## config.mk

```make
export PLATFORM = sky130hd
export DESIGN_NAME = dcache_ctrl
export DESIGN_NICKNAME = d
export VERILOG_FILES = /design/src/rtl/dcache_pkg.sv /design/src/rtl/dcache_array.sv /design/src/rtl/dcache_ctrl.sv
export SDC_FILE = /design/constraint.sdc
export NUM_CORES = 1
export LEC_CHECK = 0
export BUFFER_PORTS_ARGS = -buffer_cell sky130_fd_sc_hd__buf_2
export CAP_MARGIN = 20
export CORE_MARGIN = 2
export CORE_UTILIZATION = 45
export CTS_CLUSTER_SIZE = 20
export DETAILED_ROUTE_END_ITERATION = 16
export GPL_ROUTABILITY_DRIVEN = 0
export SLEW_MARGIN = 20
export SYNTH_ARGS = -nofsm -noshare
export SYNTH_HDL_FRONTEND = slang
export SYNTH_SLANG_ARGS = --single-unit
```

## constraint.sdc

```tcl
create_clock -name i_clk -period 5.1 [get_ports i_clk]
set_input_delay 0.51 -clock i_clk [delete_from_list [all_inputs] [get_ports i_clk]]
set_output_delay 0.51 -clock i_clk [all_outputs]
set_load 0.02 [all_outputs]
```

## src/rtl/dcache_pkg.sv

```systemverilog
// Shared constants and state encoding for the direct-mapped write-back data cache.
package dcache_pkg;

  localparam int ADDR_W     = 16;
  localparam int DATA_W     = 16;
  localparam int LINE_WORDS = 4;
  localparam int OFFSET_W   = 2;
  localparam int CNT_W      = 3;

  typedef logic [1:0] state_t;

  localparam state_t S_IDLE   = 2'd0;
  localparam state_t S_EVICT  = 2'd1;
  localparam state_t S_FILL   = 2'd2;
  localparam state_t S_FINISH = 2'd3;

  // Byte address = {tag, index, word offset, byte bit}
  function automatic int tagW(input int idxW);
    return ADDR_W - 1 - OFFSET_W - idxW;
  endfunction

endpackage

```

## src/rtl/dcache_array.sv

```systemverilog
// Tag/valid/dirty/data storage: one combinational read port, one write port.
module dcache_array
  import dcache_pkg::*;
#(
  parameter int IDX_W = 3,
  parameter int TAG_W = 10
) (
  input  logic                                  i_clk,
  input  logic                                  i_rst,
  input  logic [IDX_W-1:0]                      i_rdIdx,
  output logic [TAG_W-1:0]                      o_tag,
  output logic                                  o_valid,
  output logic                                  o_dirty,
  output logic [LINE_WORDS-1:0][DATA_W-1:0]     o_line,
  input  logic [IDX_W-1:0]                      i_wrIdx,
  input  logic                                  i_wordWe,
  input  logic [OFFSET_W-1:0]                   i_wrOff,
  input  logic [DATA_W-1:0]                     i_wrData,
  input  logic                                  i_metaWe,
  input  logic [TAG_W-1:0]                      i_metaTag,
  input  logic                                  i_metaValid,
  input  logic                                  i_metaDirty
);

  localparam int LINES = 2 ** IDX_W;

  logic [TAG_W-1:0]                  r_tag   [LINES];
  logic [LINE_WORDS-1:0][DATA_W-1:0] r_data  [LINES];
  logic [LINES-1:0]                  r_valid;
  logic [LINES-1:0]                  r_dirty;

  always_ff @(posedge i_clk or posedge i_rst) begin
    if (i_rst) begin
      r_valid <= '0;
      r_dirty <= '0;
    end else if (i_metaWe) begin
      r_valid[i_wrIdx] <= i_metaValid;
      r_dirty[i_wrIdx] <= i_metaDirty;
    end
  end

  // Tags and data need no reset: a cleared valid bit masks whatever they hold.
  always_ff @(posedge i_clk) begin
    if (i_metaWe) r_tag[i_wrIdx] <= i_metaTag;
    if (i_wordWe) r_data[i_wrIdx][i_wrOff] <= i_wrData;
  end

  assign o_tag   = r_tag[i_rdIdx];
  assign o_valid = r_valid[i_rdIdx];
  assign o_dirty = r_dirty[i_rdIdx];
  assign o_line  = r_data[i_rdIdx];

endmodule

```

## src/rtl/dcache_ctrl.sv

```systemverilog
// Direct-mapped write-back, write-allocate data cache controller with evict/fill FSM.
module dcache_ctrl
  import dcache_pkg::*;
#(
  parameter int IDX_W  = 3,
  parameter int RD_LAT = 2
) (
  input  logic              i_clk,
  input  logic              i_rst,
  input  logic [ADDR_W-1:0] i_addr,
  input  logic [DATA_W-1:0] i_wdata,
  input  logic              i_rd,
  input  logic              i_wr,
  output logic [DATA_W-1:0] o_rdata,
  output logic              o_done,
  output logic              o_stall,
  output logic              o_hit,
  output logic              o_err,
  output logic [ADDR_W-1:0] o_mem_addr,
  output logic [DATA_W-1:0] o_mem_wdata,
  output logic              o_mem_rd,
  output logic              o_mem_wr,
  input  logic [DATA_W-1:0] i_mem_rdata
);

  localparam int TAG_W  = tagW(IDX_W);
  localparam int IDX_LO = OFFSET_W + 1;
  localparam logic [CNT_W-1:0] LAST_WORD = CNT_W'(LINE_WORDS - 1);
  localparam logic [CNT_W-1:0] FILL_LAST = CNT_W'(LINE_WORDS - 1 + RD_LAT);
  localparam logic [CNT_W-1:0] LAT_CNT   = CNT_W'(RD_LAT);

  state_t               r_state;
  state_t               w_nextState;
  logic [CNT_W-1:0]     r_cnt;
  logic [TAG_W-1:0]     r_tag;
  logic [IDX_W-1:0]     r_idx;
  logic [OFFSET_W-1:0]  r_off;
  logic [DATA_W-1:0]    r_wdata;
  logic                 r_isWr;

  logic [TAG_W-1:0]     w_inTag;
  logic [IDX_W-1:0]     w_inIdx;
  logic [OFFSET_W-1:0]  w_inOff;
  logic [IDX_W-1:0]     w_lkIdx;
  logic [OFFSET_W-1:0]  w_cntOff;
  logic [OFFSET_W-1:0]  w_fillOff;
  logic                 w_inIdle;
  logic                 w_anyReq;
  logic                 w_err;
  logic                 w_req;
  logic                 w_tagHit;
  logic                 w_hit;
  logic                 w_miss;

  logic [TAG_W-1:0]                  w_arrTag;
  logic                              w_arrValid;
  logic                              w_arrDirty;
  logic [LINE_WORDS-1:0][DATA_W-1:0] w_arrLine;

  logic                 w_wordWe;
  logic [OFFSET_W-1:0]  w_wrOff;
  logic [DATA_W-1:0]    w_wrData;
  logic                 w_metaWe;
  logic [TAG_W-1:0]     w_metaTag;
  logic                 w_metaValid;
  logic                 w_metaDirty;

  assign w_inTag   = i_addr[ADDR_W-1 -: TAG_W];
  assign w_inIdx   = i_addr[IDX_LO +: IDX_W];
  assign w_inOff   = i_addr[1 +: OFFSET_W];
  assign w_cntOff  = r_cnt[OFFSET_W-1:0];
  assign w_fillOff = OFFSET_W'(r_cnt - LAT_CNT);

  // Requests are only honoured in IDLE and never while reset is held.
  assign w_inIdle = (r_state == S_IDLE) & ~i_rst;
  assign w_anyReq = i_rd | i_wr;
  assign w_err    = w_inIdle & w_anyReq & (i_addr[0] | (i_rd & i_wr));
  assign w_req    = w_inIdle & w_anyReq & ~w_err;
  assign w_tagHit = w_arrValid & (w_arrTag == w_inTag);
  assign w_hit    = w_req & w_tagHit;
  assign w_miss   = w_req & ~w_tagHit;
  assign w_lkIdx  = (r_state == S_IDLE) ? w_inIdx : r_idx;

  dcache_array #(
    .IDX_W (IDX_W),
    .TAG_W (TAG_W)
  ) u_array (
    .i_clk       (i_clk),
    .i_rst       (i_rst),
    .i_rdIdx     (w_lkIdx),
    .o_tag       (w_arrTag),
    .o_valid     (w_arrValid),
    .o_dirty     (w_arrDirty),
    .o_line      (w_arrLine),
    .i_wrIdx     (w_lkIdx),
    .i_wordWe    (w_wordWe),
    .i_wrOff     (w_wrOff),
    .i_wrData    (w_wrData),
    .i_metaWe    (w_metaWe),
    .i_metaTag   (w_metaTag),
    .i_metaValid (w_metaValid),
    .i_metaDirty (w_metaDirty)
  );

  always_comb begin
    w_nextState = r_state;
    o_rdata     = '0;
    o_done      = 1'b0;
    o_stall     = 1'b0;
    o_hit       = 1'b0;
    o_err       = 1'b0;
    o_mem_addr  = '0;
    o_mem_wdata = '0;
    o_mem_rd    = 1'b0;
    o_mem_wr    = 1'b0;
    w_wordWe    = 1'b0;
    w_wrOff     = '0;
    w_wrData    = '0;
    w_metaWe    = 1'b0;
    w_metaTag   = '0;
    w_metaValid = 1'b0;
    w_metaDirty = 1'b0;
    case (r_state)
      S_IDLE: begin
        if (w_err) begin
          o_err  = 1'b1;
          o_done = 1'b1;
        end else if (w_hit) begin
          o_done = 1'b1;
          o_hit  = 1'b1;
          if (i_rd) begin
            o_rdata = w_arrLine[w_inOff];
          end else begin
            w_wordWe    = 1'b1;
            w_wrOff     = w_inOff;
            w_wrData    = i_wdata;
            w_metaWe    = 1'b1;
            w_metaTag   = w_inTag;
            w_metaValid = 1'b1;
            w_metaDirty = 1'b1;
          end
        end else if (w_miss) begin
          o_stall     = 1'b1;
          w_nextState = (w_arrValid & w_arrDirty) ? S_EVICT : S_FILL;
        end
      end
      // Victim tag is still in the array until the fill completes.
      S_EVICT: begin
        o_stall     = 1'b1;
        o_mem_wr    = 1'b1;
        o_mem_addr  = {w_arrTag, r_idx, w_cntOff, 1'b0};
        o_mem_wdata = w_arrLine[w_cntOff];
        if (r_cnt == LAST_WORD) w_nextState = S_FILL;
      end
      S_FILL: begin
        o_stall = 1'b1;
        if (r_cnt <= LAST_WORD) begin
          o_mem_rd   = 1'b1;
          o_mem_addr = {r_tag, r_idx, w_cntOff, 1'b0};
        end
        if (r_cnt >= LAT_CNT) begin
          w_wordWe = 1'b1;
          w_wrOff  = w_fillOff;
          w_wrData = i_mem_rdata;
        end
        if (r_cnt == FILL_LAST) begin
          w_metaWe    = 1'b1;
          w_metaTag   = r_tag;
          w_metaValid = 1'b1;
          w_nextState = S_FINISH;
        end
      end
      S_FINISH: begin
        o_done = 1'b1;
        if (r_isWr) begin
          w_wordWe    = 1'b1;
          w_wrOff     = r_off;
          w_wrData    = r_wdata;
          w_metaWe    = 1'b1;
          w_metaTag   = r_tag;
          w_metaValid = 1'b1;
          w_metaDirty = 1'b1;
        end else begin
          o_rdata = w_arrLine[r_off];
        end
        w_nextState = S_IDLE;
      end
      default: w_nextState = S_IDLE;
    endcase
  end

  // cnt restarts from zero on every state entry and idles at zero.
  always_ff @(posedge i_clk or posedge i_rst) begin
    if (i_rst) begin
      r_state <= S_IDLE;
      r_cnt   <= '0;
      r_tag   <= '0;
      r_idx   <= '0;
      r_off   <= '0;
      r_wdata <= '0;
      r_isWr  <= 1'b0;
    end else begin
      r_state <= w_nextState;
      if ((w_nextState != r_state) || (r_state == S_IDLE)) r_cnt <= '0;
      else r_cnt <= r_cnt + 1'b1;
      if (w_miss) begin
        r_tag   <= w_inTag;
        r_idx   <= w_inIdx;
        r_off   <= w_inOff;
        r_wdata <= i_wdata;
        r_isWr  <= i_wr;
      end
    end
  end

endmodule

```

* Word level (Yosys, flattened, before mapping) *
Memories as Yosys holds them, arrays and structs flattened.
Cells that the tools add are included.

word-level totals
  input bits = 52
  memories kept = 2
  output and inout bits = 54
  memory bits (writable) = 592
  register bits after elaboration = 53

memories
  memory          words  bits a word  rd ports  clocked after Yosys merged registers in  wr ports  line                RTL
  u_array.r_data  8      64           1         0                                        1         dcache_array.sv:28  logic [LINE_WORDS-1:0][DATA_W-1:0] r_data [LINES];
  u_array.r_tag   8      10           1         0                                        1         dcache_array.sv:27  logic [TAG_W-1:0] r_tag [LINES];

cells by class
  reduce and logical (&&, ||, !) cells = 5
  $add $sub $neg = 2
  magnitude comparators = 9
  equal/unequal tests = 7
  muxes and demuxes = 78
  bitwise gates (word level) = 14

operators with widths
  operator                                                               count
  16-bit 2-to-1 mux                                                      15
  16-bit binary-select mux with 2-bit select                             3
  64-bit 2-to-1 mux                                                      1
  16-bit one-hot mux with 2 select lines                                 2
  10-bit 2-to-1 mux                                                      5
  16-bit one-hot mux with 3 select lines                                 1
  16-bit demux with 2-bit select                                         1
  10-bit one-hot mux with 3 select lines                                 1
  1-bit 2-to-1 mux                                                       24
  2-bit 2-to-1 mux                                                       11
  8-bit bitwise mux                                                      2
  2-bit by 3-bit < comparator with 1-bit output (second input constant)  4
  10-bit equality test                                                   1
  1-bit bitwise AND                                                      9
  2-bit one-hot mux with 4 select lines                                  1
  1-bit binary-select mux with 3-bit select                              2
  3-bit 2-to-1 mux                                                       2
  1-bit one-hot mux with 2 select lines                                  3
  1-bit one-hot mux with 3 select lines                                  2
  2-bit one-hot mux with 3 select lines                                  1
  2-bit equality test (second input constant)                            2
  3-bit by 4-bit < comparator with 1-bit output (second input constant)  1
  3-bit by 1-bit adder with 3-bit output (second input constant)         1
  1-bit demux with 3-bit select                                          1
  15 further kinds                                                       19

* Depth between registers and ports, before layout *
  depth after elaboration = 15
  gate-level depth with buffers = 15
  gate-level depth less buffers = 10

* Cells and area by module *
From an unflattened synthesis, not the netlist that was laid out.

unflattened totals
  cells, all modules = 1349
  area, all modules = 27291.2 µm²

by module, submodules not included
  module        instances  sequential area each (µm²)  cells each  area each (µm²)
  dcache_array  1          18177.4                     955         23211.0
  dcache_ctrl   1          925.9                       394         4080.2

* Least setup slack after synthesis *
No wires, ideal clock.

  path type = input to register
  from = in i_rst
  to = mem u_array.r_data[2][0] (netlist name) (enable)
  setup slack = -0.204 ns
  arrival = 4.868 ns
  cell stages on the path = 7
  library setup time = 0.435 ns
  cells stage by stage = inv_1 > nand2_1 > or3_1 > nor2_1 > nand3_1 > buf_2 > o41ai_1

between the ends
  word-level cells in the longest chain between the ends = 15

RTL lines
  item                                                                                                                                                        line                                  RTL
  start: declaration                                                                                                                                          dcache_ctrl.sv:9                      input logic i_rst,
  1-bit NOT *                                                                                                                                                 dcache_ctrl.sv:75                     assign w_inIdle = (r_state == S_IDLE) & ~i_rst;
  1-bit bitwise AND *                                                                                                                                         dcache_ctrl.sv:75
  1-bit bitwise AND *                                                                                                                                         dcache_ctrl.sv:77, dcache_ctrl.sv:78
  1-bit bitwise AND                                                                                                                                           dcache_ctrl.sv:77                     assign w_err = w_inIdle & w_anyReq & (i_addr[0] | (i_rd & i_wr));
  1-bit NOT                                                                                                                                                   dcache_ctrl.sv:78                     assign w_req = w_inIdle & w_anyReq & ~w_err;
  1-bit bitwise AND                                                                                                                                           dcache_ctrl.sv:78
  1-bit bitwise AND                                                                                                                                           dcache_ctrl.sv:80                     assign w_hit = w_req & w_tagHit;
  2-bit 2-to-1 mux                                                                                                                                            dcache_ctrl.sv:128                    end else if (w_hit) begin
  2-bit 2-to-1 mux                                                                                                                                            dcache_ctrl.sv:125                    if (w_err) begin
  2-bit one-hot mux with 3 select lines                                                                                                                       dcache_ctrl.sv:123                    case (r_state)
  2-bit by 3-bit < comparator with 1-bit output (not written as such) / 2-bit by 1-bit greater-or-equal comparator with 1-bit output (equally long branches)  dcache_array.sv:45                    if (i_wordWe) r_data[i_wrIdx][i_wrOff] <= i_wrData;
  1-bit logical AND (not written as such)                                                                                                                     dcache_array.sv:45
  16-bit 2-to-1 mux (not written as such)                                                                                                                     dcache_array.sv:45
  16-bit demux with 2-bit select                                                                                                                              n/a
  64-bit 2-to-1 mux (not written as such) *                                                                                                                   dcache_array.sv:45
  end: declaration                                                                                                                                            dcache_array.sv:28

Mark *: on every way between the ends. The rest lies on a longest branch, timed or not.

* Worst setup path in the final report *
  from = reg r_state[1]
  to = out o_rdata[8]

between the ends
  word-level cells in the longest chain between the ends = 10

RTL lines
  item                                                                            line                RTL
  start: declaration                                                              dcache_ctrl.sv:32   state_t r_state;
  start signal: assignment                                                        dcache_ctrl.sv:203  r_state <= w_nextState;
  parallel branches: the longest is 9 deep, another holds memory read 8 x 10 bit  n/a
  16-bit one-hot mux with 2 select lines *                                        dcache_ctrl.sv:123
  end: declaration                                                                dcache_ctrl.sv:14   output logic [DATA_W-1:0] o_rdata,

Mark *: on every way between the ends. The select of a mux whose other input is x is not followed.

==> flow_summary.yaml <==
routing:
  drc: 0
  wl_mm: 84.5
  vias: 18500
  drt_iter0_drc: 2549
  drt_first_pass_iters: 5
  postRouteAntennaNets: 0
  vias_per_cell: 6.42
  avgRoutedWirePerCell_um: 29.4
worst_hold_path:
  hold_class: "in2reg"
  hold_depth: 2
synth:
  syn_inst: 1875
  yosysTopAreaCell: "edfxtp_1"
  synth_top_area_share_pct: 65.5
  yosysWarnings: 0
  synth.area.top_cells: "edfxtp_1, o22ai_1, dfrtp_1"
  synth_area_per_cell_um2: 14.5
  syn_area_um2: 27100
  synth_cell_types: 83
  async_reset_ff_share_pct: 8.22
  synth-edff-count: 592
  syn_nets: 1936
  synthFlopType: "edfxtp_1"
  synth-seq-cells: 645
  synth-seq-area-share_pct: 70.4
clock_network:
  clk_pin_slew_ns: 0.06
  root_buffer: "clkbuf_16"
  htreeDepth: 3
  tritoncts: "built"
  clk_path_buf_depth: 3
  clock-sinks: 645
  numCtsBuffers: 68
  hold_buffers: 0
  clk-insertion-delay-late_ns: 0.63
die:
  die_w_um: 250
  num_rows: 90
  coreArea_um2: 60000
  die_h_um: 250
  start_util_pct: 45.2
  dieArea_um2: 62300
  pin_count: 106
run:
  max_cap_viol_count: 0
timing:
  setup_viol: 0
  hold_viol: 0
  relSlewSlack_pct: 24.9
  rsz0062_at_grt: "false"
  tightest_slew_ns: 1.13
  finClkSkew_ns: 0.0278
  fin_crit_sh_pct: 97.6
  final_max_slew_viol_count: 0
  clock.fmax_mhz: 201
  layout_min_cycle_time_ns: 4.98
  worst_slack_ns: 0.122
cells_and_area:
  final_cell_mix: "edfxtp_1, o22ai_1, nor2_1"
  syn_to_final_growth_pct: 17.0
  fill_cells: 4974
  drive_above_1_share_pct: 23.9
  final_common_cell: "edfxtp_1"
  postLayoutCellArea_um2: 31800
  fin_util_pct: 52.9
  antenna_cells: 0
  nets: 2099
grt:
  grt.total_usage_pct: 27.1
  overflow: 0
  grt_pass1_wl_mm: 124
  first_global_vias: 18300
  grt_max_degree: 69
  antenna_found_initial: 2
critical_path:
  cp_max_fo: 8
  required_ns: 4.59
  rr_worst_depth: 14
  critPathLaunchType: "flop"
  crit_family: "simple AND/OR/NAND/NOR gates"
  worstPathArrival_ns: 4.47
  crit_type: "reg2out"
  cp.depth: 12
  max_stage_delay_ns: 0.63
  cp_slowest_cell: "or4b_4"
  cp-end-kind: "output port"
  crit_chain: "inv_2 > ha_4 > or3b_1 > nand2_2 > buf_4 > a32o_1 > nor3_1 > nand4b_1 > or4b_4 > or4_1 > a21oi_2 > buf_2"
  critPathBufInv: 3
place:
  port_buffers: 104
  dp_slack_ns: 0.123
  dp_hpwl_mm: 51.6
  dpl_cell_area_um2: 29400
pwr:
  power.share.combinational_pct: 34.5
  switching_share_pct: 36.4
  p_leak_nw: 10.4
  max-vdd-ir-drop_v: 0.000349
  switching_power_mw: 6.20
  clkPwrFrac_pct: 29.4
  pwr-share-seq_pct: 36.1
  p_int_mw: 10.8
  power_density_nw_per_um2: 536
outcome:
  status: "finished, final reports clean"
-- power groups by stage --
stage	Combinational, mW	Sequential, mW	Clock [mW]
6_report	5.87	6.13	5.01
3_3_place_gp	5.60	6.23	0
3_5_place_dp	5.64	6.23	0
2_1_floorplan	3.56	6.16	0
5_1_grt	6.16	6.15	5.26
4_1_cts	5.72	6.13	5.06
-- kinds of logic after synthesis --
group                      Yosys count  share of synthesized area [%]
xor gates and xnor gates             4                          0.157
DFF                                645                           70.4
other                                1                         0.0138
adders and majority gates            9                          0.415
AOI/OAI and AO/OA                  474                           12.0
buffers and inverters              163                           2.57
and+or+nand+nor                    470                           8.17
muxes                              109                           6.27
-- path summary, 6_finish.rpt --
check,slack (ns),end,start
max,0.12,o_rdata[8],r_state[1]$_DFF_PP0_
min,0.14,r_wdata[13]$_DFFE_PP0N_,i_wdata[13]
max reg2reg,0.42,u_array.r_data[3][54]$_DFFE_PP_,r_state[1]$_DFF_PP0_
min reg2reg,0.45,u_array.r_valid[2]$_DFFE_PP0P_,u_array.r_valid[2]$_DFFE_PP0P_
max in group asynchronous,4.44,u_array.r_valid[0]$_DFFE_PP0P_,i_rst
min in group asynchronous,0.16,r_wdata[8]$_DFFE_PP0N_,i_rst
-- per-layer routing --
layer | routed length, µm | vias up | GRT usage, %
li1 | - | 7783 | -
met1 | 34400 | 9412 | 37.3
met2 | 39100 | 1062 | 42.4
met3 | 7760 | 199 | 5.64
met4 | 3240 | 2 | 10.5
met5 | 12 | - | 0
-- synthesized netlist by cell type (19+ instances only) --
cell,instances
a21o_1,23
a21oi_1,40
a22oi_1,19
clkbuf_1,96
dfrtp_1,53
edfxtp_1,592
inv_1,29
mux2_2,33
mux2i_1,30
mux4_2,44
nand2_1,136
nand2b_1,33
nor2_1,171
nor3_1,40
o21ai_0,29
o22ai_1,220
-- area by class of cell --
type | instances | area [µm²] | share of cell area [%]
multi-input cells | 1067 | 7740 | 24.4
inverters | 30 | 113 | 0.355
clock buffers | 81 | 1810 | 5.71
flip-flops and latches | 645 | 19100 | 60.1
well taps | 782 | 978 | 3.08
clock inverters | 43 | 458 | 1.44
repair buffers | 226 | 1560 | 4.90
-- flip-flops by register name (all words and copies together), names as in the netlist --
name,count
u_array.r_data,512
u_array.r_tag,80
r_wdata,16
r_tag,10
u_array.r_dirty,8
u_array.r_valid,8
r_cnt,3
r_idx,3
r_off,2
r_state,2
r_isWr,1
-- per-stage QoR --
step	hold slack [ns]	power (mW)	instances	setup TNS [ns]
final	0.143	17.0	2874	0
after floorplan	0.419	9.73	1875	-23.63
after CTS	0.124	16.9	2873	0
after detailed placement	0.443	11.9	2748	0
after global routing	0.129	17.6	2874	0
after global placement	0.439	11.8	2748	0
-- what timing repair did --
| action | in CTS | in global routing |
|---|---|---|
| endpoints found under the hold margin | 0 | 0 |
| pin swaps | 2 | 1 |
| setup endpoints to repair | 21 | 23 |
| setup buffers | 1 | 1 |
| gates cloned | 0 | 0 |
| resized for setup | 9 | 9 |
Note: power is estimated with default switching activity, not from simulation.
